--- config.mk ---
export PLATFORM = sky130hd
export DESIGN_NAME = punc_fetch_branch_unit
export DESIGN_NICKNAME = d
export VERILOG_FILES = /design/src/rtl/punc_fetch_branch_unit_pkg.sv /design/src/rtl/punc_fetch_branch_unit_sext.sv /design/src/rtl/punc_fetch_branch_unit.sv
export SDC_FILE = /design/constraint.sdc
export NUM_CORES = 1
export LEC_CHECK = 0
export ABC_AREA = 0
export BUFFER_PORTS_ARGS = -buffer_cell sky130_fd_sc_hd__buf_2
export CAP_MARGIN = 20
export CELL_PAD_IN_SITES_DETAIL_PLACEMENT = 2
export CELL_PAD_IN_SITES_GLOBAL_PLACEMENT = 2
export CORE_MARGIN = 1.5
export CORE_UTILIZATION = 25
export CTS_CLUSTER_SIZE = 12
export DETAILED_ROUTE_END_ITERATION = 7
export PLACE_DENSITY = 0.81
export SKIP_CTS_REPAIR_TIMING = 1
export SLEW_MARGIN = 25
export SYNTH_ARGS = -nofsm -noshare
export SYNTH_HDL_FRONTEND = slang
export SYNTH_SLANG_ARGS = --single-unit
--- constraint.sdc ---
create_clock -name clk -period 3.94 [get_ports clk]
set_input_delay 0.985 -clock clk [delete_from_list [all_inputs] [get_ports clk]]
set_output_delay 0.985 -clock clk [all_outputs]
set_load 0.005 [all_outputs]
--- src/rtl/punc_fetch_branch_unit_pkg.sv ---
// Shared constants for the PUnC fetch/branch slice: opcodes, control-state
// encodings and architectural reset values.
package punc_fetch_branch_unit_pkg;

  localparam logic [3:0] OC_BR  = 4'b0000;
  localparam logic [3:0] OC_ADD = 4'b0001;
  localparam logic [3:0] OC_LD  = 4'b0010;
  localparam logic [3:0] OC_ST  = 4'b0011;
  localparam logic [3:0] OC_JSR = 4'b0100;
  localparam logic [3:0] OC_AND = 4'b0101;
  localparam logic [3:0] OC_LDR = 4'b0110;
  localparam logic [3:0] OC_STR = 4'b0111;
  localparam logic [3:0] OC_RTI = 4'b1000;
  localparam logic [3:0] OC_NOT = 4'b1001;
  localparam logic [3:0] OC_LDI = 4'b1010;
  localparam logic [3:0] OC_STI = 4'b1011;
  localparam logic [3:0] OC_JMP = 4'b1100;
  localparam logic [3:0] OC_RES = 4'b1101;
  localparam logic [3:0] OC_LEA = 4'b1110;
  localparam logic [3:0] OC_HLT = 4'b1111;

  typedef enum logic [2:0] {
    STATE_FETCH   = 3'b001,
    STATE_DECODE  = 3'b010,
    STATE_EXECUTE = 3'b100
  } state_t;

  localparam logic [2:0]  NZP_RESET      = 3'b010;
  localparam logic [15:0] RST_PC_DEFAULT = 16'h0000;

  // Exactly one flag is set for any input value.
  function automatic logic [2:0] calc_nzp(input logic [15:0] value);
    calc_nzp = {value[15], value == 16'h0000, !value[15] && (value != 16'h0000)};
  endfunction

endpackage

--- src/rtl/punc_fetch_branch_unit_sext.sv ---
// Sign extension of an IN_W-bit instruction field to the datapath width.
module punc_sext #(
  parameter int IN_W  = 5,
  parameter int OUT_W = 16
) (
  input  logic [IN_W-1:0]  field,
  output logic [OUT_W-1:0] ext
);

  assign ext = {{(OUT_W - IN_W){field[IN_W-1]}}, field};

endmodule

--- src/rtl/punc_fetch_branch_unit.sv ---
// PC, instruction register and condition codes of the PUnC LC3 datapath,
// sequenced entirely by the one-hot state supplied by the control FSM.
module punc_fetch_branch_unit
  import punc_fetch_branch_unit_pkg::*;
#(
  parameter logic [15:0] RST_PC = RST_PC_DEFAULT,
  parameter int          W      = 16
) (
  input  logic         clk,
  input  logic         rst,
  input  logic [2:0]   state,
  input  logic         ir_w_en,
  input  logic         pc_w_en,
  input  logic         status_w_en,
  input  logic         oc_ldi_first,
  input  logic [W-1:0] mem_rdata,
  input  logic [W-1:0] base_rdata,
  input  logic [W-1:0] wb_data,
  output logic [W-1:0] mem_raddr,
  output logic [W-1:0] pc,
  output logic [W-1:0] ir,
  output logic [3:0]   DPATH_op_code,
  output logic [2:0]   dr,
  output logic [2:0]   sr1,
  output logic [2:0]   sr2,
  output logic [W-1:0] imm5_sext,
  output logic [W-1:0] off6_sext,
  output logic [W-1:0] pc_off9,
  output logic [2:0]   nzp,
  output logic         br_taken
);

  logic [W-1:0] pc_q;
  logic [W-1:0] ir_q;
  logic [2:0]   nzp_q;
  logic [W-1:0] pc_next;
  logic [W-1:0] off9_sext;
  logic [W-1:0] off11_sext;
  logic [W-1:0] pc_off11;
  logic [3:0]   op;
  logic         nzp_blocked;

  assign op = ir_q[15:12];

  punc_sext #(.IN_W(5),  .OUT_W(W)) u_sext5  (.field(ir_q[4:0]),  .ext(imm5_sext));
  punc_sext #(.IN_W(6),  .OUT_W(W)) u_sext6  (.field(ir_q[5:0]),  .ext(off6_sext));
  punc_sext #(.IN_W(9),  .OUT_W(W)) u_sext9  (.field(ir_q[8:0]),  .ext(off9_sext));
  punc_sext #(.IN_W(11), .OUT_W(W)) u_sext11 (.field(ir_q[10:0]), .ext(off11_sext));

  assign pc_off9  = pc_q + off9_sext;
  assign pc_off11 = pc_q + off11_sext;
  assign br_taken = (op == OC_BR) && ((ir_q[11:9] & nzp_q) != 3'b000);

  // The meaning of pc_w_en depends on which control state we are in.
  always_comb begin
    pc_next = pc_q;
    if (state == STATE_DECODE) begin
      if (pc_w_en) pc_next = pc_q + 1'b1;
    end else if (state == STATE_EXECUTE && pc_w_en) begin
      case (op)
        OC_BR:   if (br_taken) pc_next = pc_off9;
        OC_JMP:  pc_next = base_rdata;
        OC_JSR:  pc_next = ir_q[11] ? pc_off11 : base_rdata;
        default: pc_next = pc_q;
      endcase
    end
  end

  // First LDI cycle returns the pointer, not the loaded value.
  always_comb begin
    nzp_blocked = 1'b0;
    case (op)
      OC_BR, OC_ST, OC_STI, OC_STR, OC_JMP, OC_HLT: nzp_blocked = 1'b1;
      OC_LDI:  nzp_blocked = oc_ldi_first;
      default: nzp_blocked = 1'b0;
    endcase
  end

  always_ff @(posedge clk) begin
    if (rst) begin
      pc_q  <= RST_PC;
      ir_q  <= '0;
      nzp_q <= NZP_RESET;
    end else begin
      pc_q <= pc_next;
      if (ir_w_en && state == STATE_FETCH) ir_q <= mem_rdata;
      if (status_w_en && state == STATE_EXECUTE && !nzp_blocked) nzp_q <= calc_nzp(wb_data);
    end
  end

  assign pc            = pc_q;
  assign mem_raddr     = pc_q;
  assign ir            = ir_q;
  assign nzp           = nzp_q;
  assign DPATH_op_code = ir_q[15:12];
  assign dr            = ir_q[11:9];
  assign sr1           = ir_q[8:6];
  assign sr2           = ir_q[2:0];

endmodule
# [Word-level counts from Yosys, hierarchy flattened]
# Cells that the tools add are included.
[word_totals] reg_bits=35 elab_cells=42 in_bits=57
[classes] n_eq_ne=12 muxes=7 n_bitwise=1 n_reduce_logical=16 add_sub_neg=3
[op_table] operator="16-bit 2-to-1 mux" n=5
[op_table] operator="16-bit case mux with 3 select lines" n=1
[op_table] operator="16-bit adder" n=2
[op_table] operator="16-bit by 1-bit adder with 16-bit output (second input constant)" n=1
[op_table] operator="4-bit == test (second input constant)" n=4
[op_table] operator="16-bit logical NOT" n=1
[op_table] operator="16-bit nonzero test" n=1
[op_table] operator="4-bit by 3-bit == test with 1-bit output (second input constant)" n=2
[op_table] operator="1-bit logical AND" n=6
[op_table] operator="6-bit OR reduction" n=1
[op_table] operator="4-bit by 2-bit == test with 1-bit output (second input constant)" n=1
[op_table] operator="4-bit logical NOT" n=1
[op_table] operator="4-bit AND reduction" n=1
[op_table] operator="4-bit nonzero test" n=1
[op_table] operator="3-bit bitwise AND" n=1
[op_table] operator="3-bit by 1-bit == test with 1-bit output (second input constant)" n=1
[op_table] operator="3-bit by 2-bit == test with 1-bit output (second input constant)" n=1
[op_table] operator="3-bit == test (second input constant)" n=1
[op_table] operator="3-bit by 2-bit != test with 1-bit output (second input constant)" n=1
[op_table] operator="3-bit nonzero test" n=1
[op_table] operator="1-bit logical NOT" n=2
[op_table] operator="2-bit != test (second input constant)" n=1
[op_table] operator="1-bit case mux with 2 select lines" n=1
[op_table] operator="2-bit nonzero test" n=1

# [Longest topological paths before layout]
# Gate-level depths: netlist of run 1.
[depth] ltp_word=7 depth_mapped=10

# [By module]
# A second synthesis of run 1 with hierarchy kept.
[unflattened] hier_cells=591 area_unflattened_um2=4359.2
[modules_own_cells] module="punc_fetch_branch_unit" n_inst=1 cells_per_inst=527 area_each_um2=3878.7 seq_area_each_um2=700.7
[modules_own_cells] module="punc_sext" n_inst=4 cells_per_inst=16 area_each_um2=120.1 seq_area_each_um2=0.0

# [Least setup slack after synthesis of run 1]
# OpenSTA, ideal clock, no wires.
[synth_path] kind="reg2out" start="register ir_q[4] (netlist: ir[4])" end="output port pc_off9[15]" arrival_ns=2.318 path_stages_with_launch=8 t_required_ns=2.955 setup_slack_ns=0.637 path_cell_list="dfxtp_1 -> ha_1 -> a21o_1 -> a211o_1 -> a31oi_4 -> a22oi_2 -> or4_4 -> nand3_1"
[synth_between] elab_chain_len=1
[synth_lines] item="start: declaration" line="punc_fetch_branch_unit.sv:34" text="logic [W-1:0] ir_q;"
[synth_lines] item="start signal: assignment" line="punc_fetch_branch_unit.sv:86" text="if (ir_w_en && state == STATE_FETCH) ir_q <= mem_rdata;"
[synth_lines] item="16-bit adder" line="punc_fetch_branch_unit.sv:50" text="assign pc_off9 = pc_q + off9_sext;"
[synth_lines] item="end: declaration" line="punc_fetch_branch_unit.sv:28" text="output logic [W-1:0] pc_off9,"
# No other way between the ends.

# [Worst setup path after layout of run 1]
[layout_path] start="register pc_q[2] (netlist: mem_raddr[2])" end="output port pc_off9[15]"
[layout_between] elab_chain_len=1
[layout_lines] item="start: declaration" line="punc_fetch_branch_unit.sv:33" text="logic [W-1:0] pc_q;"
[layout_lines] item="start signal: assignment" line="punc_fetch_branch_unit.sv:85" text="pc_q <= pc_next;"
[layout_lines] item="16-bit adder" line="punc_fetch_branch_unit.sv:50"
# No other way between the ends.

==> results of run 1 <==
-- registers in the layout, indices dropped and copies added (netlist names) --
name and cells:
mem_raddr 16, nzp 3, ir 16
-- cells in the final DEF, fill, tap and decap left out, drive strengths merged, types with 8 or more instances in the layout --
cell     n
xnor2   17
a21oi   50
inv     17
and2     8
mux2i    8
nand3   17
nand2   83
nor2    27
buf    178
ha      22
o21ai   32
nor4     9
dfxtp   35
-- per-stage QoR --
stage          TNS [ns]  area [sq um]  std cells
6_report              0          4480        798
4_1_cts         -0.0620          4470        798
3_3_place_gp          0          4280        790
3_5_place_dp          0          4280        790
5_1_grt               0          4480        798
2_1_floorplan         0          3680        515
-- worst paths after layout --
check | from | endpoint | slack, ns | cells after the start
min reg2reg | nzp[0]$_SDFFE_PP0P_ | nzp[0]$_SDFFE_PP0P_ | 0.48 | 2
max | mem_raddr[2]$_SDFFE_PP0P_ | pc_off9[15] | 0.12 | 8
min | nzp[0]$_SDFFE_PP0P_ | nzp[0]$_SDFFE_PP0P_ | 0.48 | 2
max reg2reg | ir[0]$_SDFFE_PP0P_ | mem_raddr[14]$_SDFFE_PP0P_ | 0.96 | 10
-- worst register-to-register path: stages (launching register included) --
cell	delay, ns
dfxtp_1	0.40
ha_1	0.21
inv_1	0.07
fa_1	0.41
nor2b_2	0.16
o2111ai_1	0.19
a21boi_1	0.39
a31oi_1	0.24
o31ai_1	0.31
mux2i_1	0.34
nand4b_1	0.13
-- layer usage --
layer / GRT usage, % / vias to the layer above
met4: 6.22 / 0
li1: - / 1975
met5: 0 / -
met2: 36.0 / 156
met3: 3.31 / 21
met1: 25.2 / 2110
-- kinds of logic after synthesis --
group                      after synthesis  share of synthesized area [%]
muxes                                    8                           2.18
and+or+nand+nor                        180                           23.2
AOI/OAI and AO/OA                      144                           25.6
xor gates and xnor gates                21                           5.00
buffers and inverters                  104                           16.8
DFF                                     35                           19.1
adders and majority gates               23                           8.03
-- final cells by class --
type	instances	area share, %
Clock buffer	5	2.79
Clock inverter	3	1.51
Inverter	17	1.42
Multi-Input combinational cell	376	53.1
Sequential cell	35	15.7
Tap cell	184	5.13
Timing Repair Buffer	178	20.4
-- power by group through the flow --
stage	logic (uW)	registers, uW	clock network, uW
2_1_floorplan	76.5	374	0
3_3_place_gp	137	375	0
3_5_place_dp	142	376	0
4_1_cts	143	368	553
5_1_grt	155	369	563
6_report	142	368	539
==> reports/qor.txt, run 1 <==
Final wirelength: 16.3 mm
Placer Congestion: 0.884
Layout Skew: 0.00621 ns
Max Cap Viol: 0
Number of core rows: 44
WP buf/inv: 1
Hold Crit Class: reg2reg
Met2 WL: 8.22 mm
Worst VDD drop: 0.125 mV
Worst path cell trace: ha_1, o211a_1, a211o_1, a31oi_4, a22oi_2, or4_4, nand3_1, buf_2
Sequential share of power: 35.1%
Slew headroom: 38.7%
Fmax: 262 MHz
DRT iter0 DRCs: 152
Critical-path maximum fanout: 7
Slowest-stage cell, CP: or4_4
Final setup margin: 0.118 ns
Ys Warns: 0
TritonCTS clock tree: done
Pwr/cell area: 234 nW/um^2
Post-synth EDFFs: 0
Remaining antenna violation count: 0
# IOs: 170
Total vias in the final route: 4262
Worst hold margin: 0.476 ns
Worst path top cell family by delay: compound AO/OA/AOI/OAI gates
CTS Buf Count: 5
Pint: 783 uW
Syn Std Cell Area: 3680 sq um
Fillers: 1747
CP endpoint kind: output port
Critical Path Max Stage Delay: 0.53 ns
DIE WIDTH: 124 um
Total gr overflow: 0
Final setup viols: 0
Layout Utilization: 31.1%
Skew-Pair Late Insertion Delay: 0.29 ns
Number of synthesized register bits: 35
# diodes: 0
Fin nets: 693
Biggest area consumer among synthesized cells: dfxtp_1
Top FF cell, synth: dfxtp_1
Fraction of layout cells with a size suffix above 1: 32.1%
Uppermost layer routed: met4
Unique cell type count in the Yosys netlist: 63
RSZ-0062 raised after global routing: no
Storage cell area: 702 sq um
Most frequent cell after synthesis: nand2_1
Clk buf depth: 2
Syn Area/Cell: 7.14 sq um
Place WS: 0.296 ns
Vias per inst: 5.34
Synth async-reset ratio: 0%
Seq/Total Area, Yosys: 19.1%
Drt first pass iters: 4
Net Sw Frac: 25.4%
Die Height: 124 um
Worst endpoint required time: 2.95 ns
Share of the synthesized area in the top cell type: 19.1%
Comb power frac: 13.5%
CTS sink count: 35
M1 WL: 6.86 mm
Post-Synthesis Cells: 515
Root Buffer: clkbuf_16
Clock network power share: 51.4%
Syn nets: 595
HPWL Detailed: 12.9 mm
Total power: 1050 uW
Wire per inst: 20.5 um
Crit start category: flop
Multi-input logic area: 2380 sq um
Final period util: 97.0%
GR Util All Layers: 20.4%
Drt drc: 0
Worst path arrival time: 2.84 ns
Status: finished clean
# H-tree levels: 2
CP Class: reg2out
Max-slew violation count: 0
Synthesis-to-finish area growth: 22.0%
Die area: 15400 sq um
Number of global-route vias before repair: 4413
Fin crit period: 3.82 ns
Clock transition at path regs: 0.06 ns
Port Buf Inserts: 169
Hold Vio Cnt, Final: 0
Most frequent cells after synthesis: 83 x nand2_1, 61 x buf_4, 50 x a21oi_1, 35 x dfxtp_1, 32 x o21ai_0
Pleak: 0.00223 uW
Initial antenna violation count: 0
Sw power: 266 uW
Met3 WL post-DR: 891 um
Worst slew pin tran: 0.918 ns
Initial Util: 25.5%
First-pass GRT wire length: 25.1 mm
Core area: 14400 sq um
Maximum number of pins on one net before global-route repair: 22
Synth top area cells: dfxtp_1 19%, buf_4 12%, nand2_1 8.5%
Power figures use the tool's default switching activity.
==> run 2: changes to the inputs <==
==> constraint.sdc (replaced) <==
create_clock -name clk -period 3.8 [get_ports clk]
set_input_delay 0.95 -clock clk [delete_from_list [all_inputs] [get_ports clk]]
set_output_delay 0.95 -clock clk [all_outputs]
set_load 0.005 [all_outputs]
==> run 2 against run 1 <==
Against the previous run:
- core utilization is essentially flat
- clock power shrank 20%
- wire length grew 1.9%
- non-clock buffer count grew 3
- largest power group unchanged
- critical endpoint unchanged
- hold slack gained 0.021 ns
- largest cell class unchanged
- clock skew grew 0.0032 ns
- register-to-register slack is essentially flat
- total power shrank 8.4%
- first-iteration DRC count grew 16%
- sequential power grew 4%
- die area is the same
==> reports/qor.txt, run 2 (synthesis gave the netlist of run 1 again) <==
TritonCTS clock tree: done
Die Height: 124 um
Synthesis-to-finish area growth: 21.9%
WP depth: 8
Crit start category: flop
Most common cell after layout, fill and taps aside: buf_2
Remaining antenna violation count: 0
Fin nets: 696
Comb power frac: 15.3%
Most frequent cells in the layout: 169 x buf_2, 83 x nand2_1, 49 x a21oi_1, 31 x o21ai_0, 27 x nor2_1
Pleak: 0.00223 uW
Setup TNS: 0 ns
Initial antenna violation count: 2
Drt first pass iters: 4
CP endpoint kind: output port
Wire per inst: 20.8 um
Clk buf depth: 2
DRT iter0 DRCs: 176
Clock transition at path regs: 0.06 ns
Slew headroom: 41.9%
Port Buf Inserts: 169
Initial Util: 25.5%
Slowest-stage cell, CP: or4_4
Status: finished clean
Sw power: 269 uW
# H-tree levels: 2
GR Util All Layers: 21.0%
Worst Reg-to-Reg Cells: 10
Critical-path maximum fanout: 7
DIE WIDTH: 124 um
Critical Path Max Stage Delay: 0.54 ns
CP Class: reg2out
Fin crit period: 3.75 ns
Net Sw Frac: 28.0%
Drt drc: 0
Hold Crit Class: reg2reg
Worst VDD drop: 0.131 mV
Max-slew violation count: 0
Fraction of layout cells with a size suffix above 1: 33.9%
Clock network power share: 45.0%
WP buf/inv: 1
Vias per inst: 5.29
Pwr/cell area: 215 nW/um^2
Sequential share of power: 39.6%
Layout Skew: 0.00937 ns
Total vias in the final route: 4241
Maximum number of pins on one net before global-route repair: 22
CTS sink count: 35
Total gr overflow: 0
# IOs: 170
Final period util: 98.6%
Number of core rows: 44
Die area: 15400 sq um
Placer Congestion: 0.890
Place WS: 0.115 ns
Worst path cell trace: ha_1, o211a_1, a211o_1, a31oi_4, a22oi_2, or4_4, nand3_1, buf_2
Worst path arrival time: 2.80 ns
Skew-Pair Late Insertion Delay: 0.29 ns
First-pass GRT wire length: 25.7 mm
Min-Delay Path Depth: 2
HPWL Detailed: 13.0 mm
Fillers: 1758
Worst slew pin tran: 0.871 ns
Max Cap Viol: 0
Final setup viols: 0
Pint: 692 uW
Fmax: 267 MHz
Worst endpoint required time: 2.85 ns
Final wirelength: 16.6 mm
CTS Buf Count: 5
Worst path top cell family by delay: compound AO/OA/AOI/OAI gates
Core area: 14400 sq um
Final setup margin: 0.0546 ns
Number of global-route vias before repair: 4575
Hold Vio Cnt, Final: 0
Root Buffer: clkbuf_16
-- run 2: power groups by stage --
| stage | Sequential [uW] | Clock, uW | Combinational (uW) |
|---|---|---|---|
| 4_1_cts | 381 | 444 | 149 |
| 2_1_floorplan | 388 | 0 | 79.3 |
| 5_1_grt | 382 | 455 | 162 |
| 3_5_place_dp | 389 | 0 | 148 |
| 3_3_place_gp | 389 | 0 | 142 |
| 6_report | 381 | 433 | 147 |
-- run 2: metal layers --
| layer | wire (um) | up-vias | global-route usage [%] |
|---|---|---|---|
| li1 | - | 1979 | - |
| met1 | 6950 | 2092 | 25.7 |
| met2 | 8350 | 141 | 36.7 |
| met3 | 920 | 29 | 3.65 |
| met4 | 420 | 0 | 7.57 |
| met5 | 0 | - | 0 |
-- run 2: metrics by stage --
step	power (uW)	hold slack, ns	utilization, %	instance area (sq um)	std cells
floorplan	467	0.461	-	3680	515
global placement	530	0.457	29.7	4290	791
detailed placement	537	0.495	29.7	4290	791
CTS	974	0.503	30.7	4430	798
global route	1000	0.516	31.0	4480	800
finish	961	0.497	31.1	4480	801
-- run 2: tightest hold or removal path: stages, from the launching register on --
cell,delay (ns)
dfxtp_2,0.34
nand2_1,0.06
a21oi_1,0.06
-- run 2: final timing paths --
path              slack (ns)                       from                    endpoint
setup / recovery        0.05  mem_raddr[2]$_SDFFE_PP0P_                 pc_off9[15]
setup reg to reg        0.95  mem_raddr[0]$_SDFFE_PP0P_  mem_raddr[14]$_SDFFE_PP0P_
hold / removal          0.50         ir[0]$_SDFFE_PP0P_          ir[0]$_SDFFE_PP0P_
hold reg to reg         0.50         ir[0]$_SDFFE_PP0P_          ir[0]$_SDFFE_PP0P_
-- run 2: layout make-up --
| class | count | area, sq um | share of cell area, % |
|---|---|---|---|
| multi-input combinational | 376 | 2390 | 53.4 |
| antenna | 1 | 2.50 | 0.0559 |
| inverter | 17 | 63.8 | 1.42 |
| timing repair buffer | 181 | 936 | 20.9 |
| clock inverter | 1 | 5.00 | 0.112 |
| clock buffer | 6 | 139 | 3.10 |
| tap | 184 | 230 | 5.14 |
| sequential | 35 | 712 | 15.9 |
==> run 3: changes to the inputs <==
--- a/config.mk
+++ b/config.mk
@@ -15,6 +15,7 @@
 export CTS_CLUSTER_SIZE = 12
 export DETAILED_ROUTE_END_ITERATION = 7
 export PLACE_DENSITY = 0.81
+export REMOVE_ABC_BUFFERS = 1
 export SKIP_CTS_REPAIR_TIMING = 1
 export SLEW_MARGIN = 25
 export SYNTH_ARGS = -nofsm -noshare
==> run 3 against run 2 <==
Against the previous run:
- critical path depth stayed put
- clock power down 4%
- via count down 1.2%
- global-route usage fell by 1.6 points
- design area barely moved
- fmax up 1.5%
- sequential share of layout area hardly changed
- first-iteration DRC count fell by 3.4%
- clock skew shrank 0.0048 ns
- sequential cell count unchanged
- core utilization about the same
- wire length fell by 7.2%
- critical path type unchanged
- critical endpoint unchanged
- largest cell class unchanged
==> reports/qor.txt, run 3 (synthesis gave the netlist of run 1 again) <==
Placer Congestion: 0.869
# IOs: 170
R2R Setup Slk: 0.99 ns
Fin crit period: 3.69 ns
Critical R2R Launch: mem_raddr[0]$_SDFFE_PP0P_
Max-slew violation count: 0
Most common cell after layout, fill and taps aside: buf_2
Clk buf depth: 2
Clock transition at path regs: 0.06 ns
Total vias in the final route: 4188
Worst VDD drop: 0.161 mV
Synthesis-to-finish area growth: 21.8%
TritonCTS clock tree: done
Fmax: 271 MHz
CTS Buf Count: 5
Hold Crit Start: nzp[0]$_SDFFE_PP0P_
Place WS: 0.136 ns
Initial antenna violation count: 0
Max Cap Viol: 0
Vias per inst: 5.22
Hold endpoint: nzp[0]$_SDFFE_PP0P_
Final period util: 97.1%
HPWL Detailed: 12.2 mm
Layout Skew: 0.00460 ns
Root Buffer: clkbuf_16
Die area: 15400 sq um
Final setup viols: 0
Pwr/cell area: 210 nW/um^2
Min-Delay Path Depth: 2
Hold Vio Cnt, Final: 0
Die Height: 124 um
Remaining antenna violation count: 0
Total gr overflow: 0
CP endpoint kind: output port
Number of global-route vias before repair: 4456
Pleak: 0.00222 uW
Skew-Pair Late Insertion Delay: 0.28 ns
Fillers: 1790
Fin nets: 697
Number of core rows: 44
DIE WIDTH: 124 um
DRT iter0 DRCs: 170
Final wirelength: 15.4 mm
FF-to-FF End: mem_raddr[14]$_SDFFE_PP0P_
# diodes: 0
Drt drc: 0
Port Buf Inserts: 169
Hold Crit Class: reg2reg
Slew headroom: 48.1%
Wire per inst: 19.2 um
First-pass GRT wire length: 24.4 mm
Worst path arrival time: 2.74 ns
Status: finished clean
CTS sink count: 35
Initial Util: 25.5%
Setup TNS: 0 ns
Worst endpoint required time: 2.85 ns
Most frequent cells in the layout: 169 x buf_2, 83 x nand2_1, 48 x a21oi_1, 32 x o21ai_0
Drt first pass iters: 4
Final setup margin: 0.111 ns
Maximum number of pins on one net before global-route repair: 28
Crit start category: flop
Worst slew pin tran: 0.771 ns
GR Util All Layers: 19.4%
Critical-path maximum fanout: 8
Fraction of layout cells with a size suffix above 1: 34.0%
# H-tree levels: 2
Worst hold margin: 0.486 ns
Core area: 14400 sq um
CP Class: reg2out
Worst Reg-to-Reg Cells: 11
-- run 3: changes by cell type in the layout (fill, tap and decap cells not counted), sizes merged --
cell | before | now
clkbuf | 6 | 5
clkinvlp | 0 | 2
diode | 1 | 0
buf | 181 | 182
-- run 3: metrics by stage --
step | std cells | total power (uW) | util, % | cell area [sq um]
2_1_floorplan | 428 | 446 | - | 3120
3_3_place_gp | 791 | 527 | 29.7 | 4280
3_5_place_dp | 791 | 532 | 29.7 | 4280
4_1_cts | 799 | 949 | 30.7 | 4420
5_1_grt | 802 | 978 | 31.0 | 4480
6_report | 802 | 939 | 31.0 | 4480
-- run 3: cell type report --
class / count / area, sq um / share of cell area [%]
Multi-Input combinational cell: 376 / 2380 / 53.2
Sequential cell: 35 / 711 / 15.9
Timing Repair Buffer: 182 / 943 / 21.1
Inverter: 17 / 63.8 / 1.43
Clock inverter: 3 / 20.0 / 0.447
Tap cell: 184 / 230 / 5.14
Clock buffer: 5 / 125 / 2.79
-- run 3: per-layer routing --
metal / GRT usage (%) / up-vias / share of wire [%] / routed length, um
met5: 0 / - / 0 / 0
met4: 4.26 / 0 / 1.1 / 166
met3: 2.71 / 13 / 4.4 / 681
met2: 34.3 / 140 / 50 / 7790
met1: 24.9 / 2055 / 44 / 6800
li1: - / 1980 / - / -
-- run 3: worst max-delay path, stage by stage, from the launching register on --
cell and delay, ns:
dfxtp_2 0.36, ha_1 0.39, a21o_1 0.22, a211o_1 0.35
a31oi_4 0.28, a22oi_2 0.12, or4_4 0.53, nand3_1 0.08
buf_2 0.11
-- run 3: worst max-delay path by stage --
stage                                   start          end
floorplan                  ir[4]$_SDFFE_PP0P_  pc_off9[15]
global placement    mem_raddr[0]$_SDFFE_PP0P_  pc_off9[14]
detailed placement  mem_raddr[0]$_SDFFE_PP0P_  pc_off9[14]
CTS                 mem_raddr[0]$_SDFFE_PP0P_  pc_off9[14]
global route        mem_raddr[4]$_SDFFE_PP0P_  pc_off9[15]
finish              mem_raddr[4]$_SDFFE_PP0P_  pc_off9[15]
-- run 3: power breakdown --
part / total, uW / internal, uW / switching [uW]
clock network: 415 / 242 / 173
logic: 143 / 62.8 / 80.4
registers: 381 / 372 / 9.31
total: 939 / 677 / 263
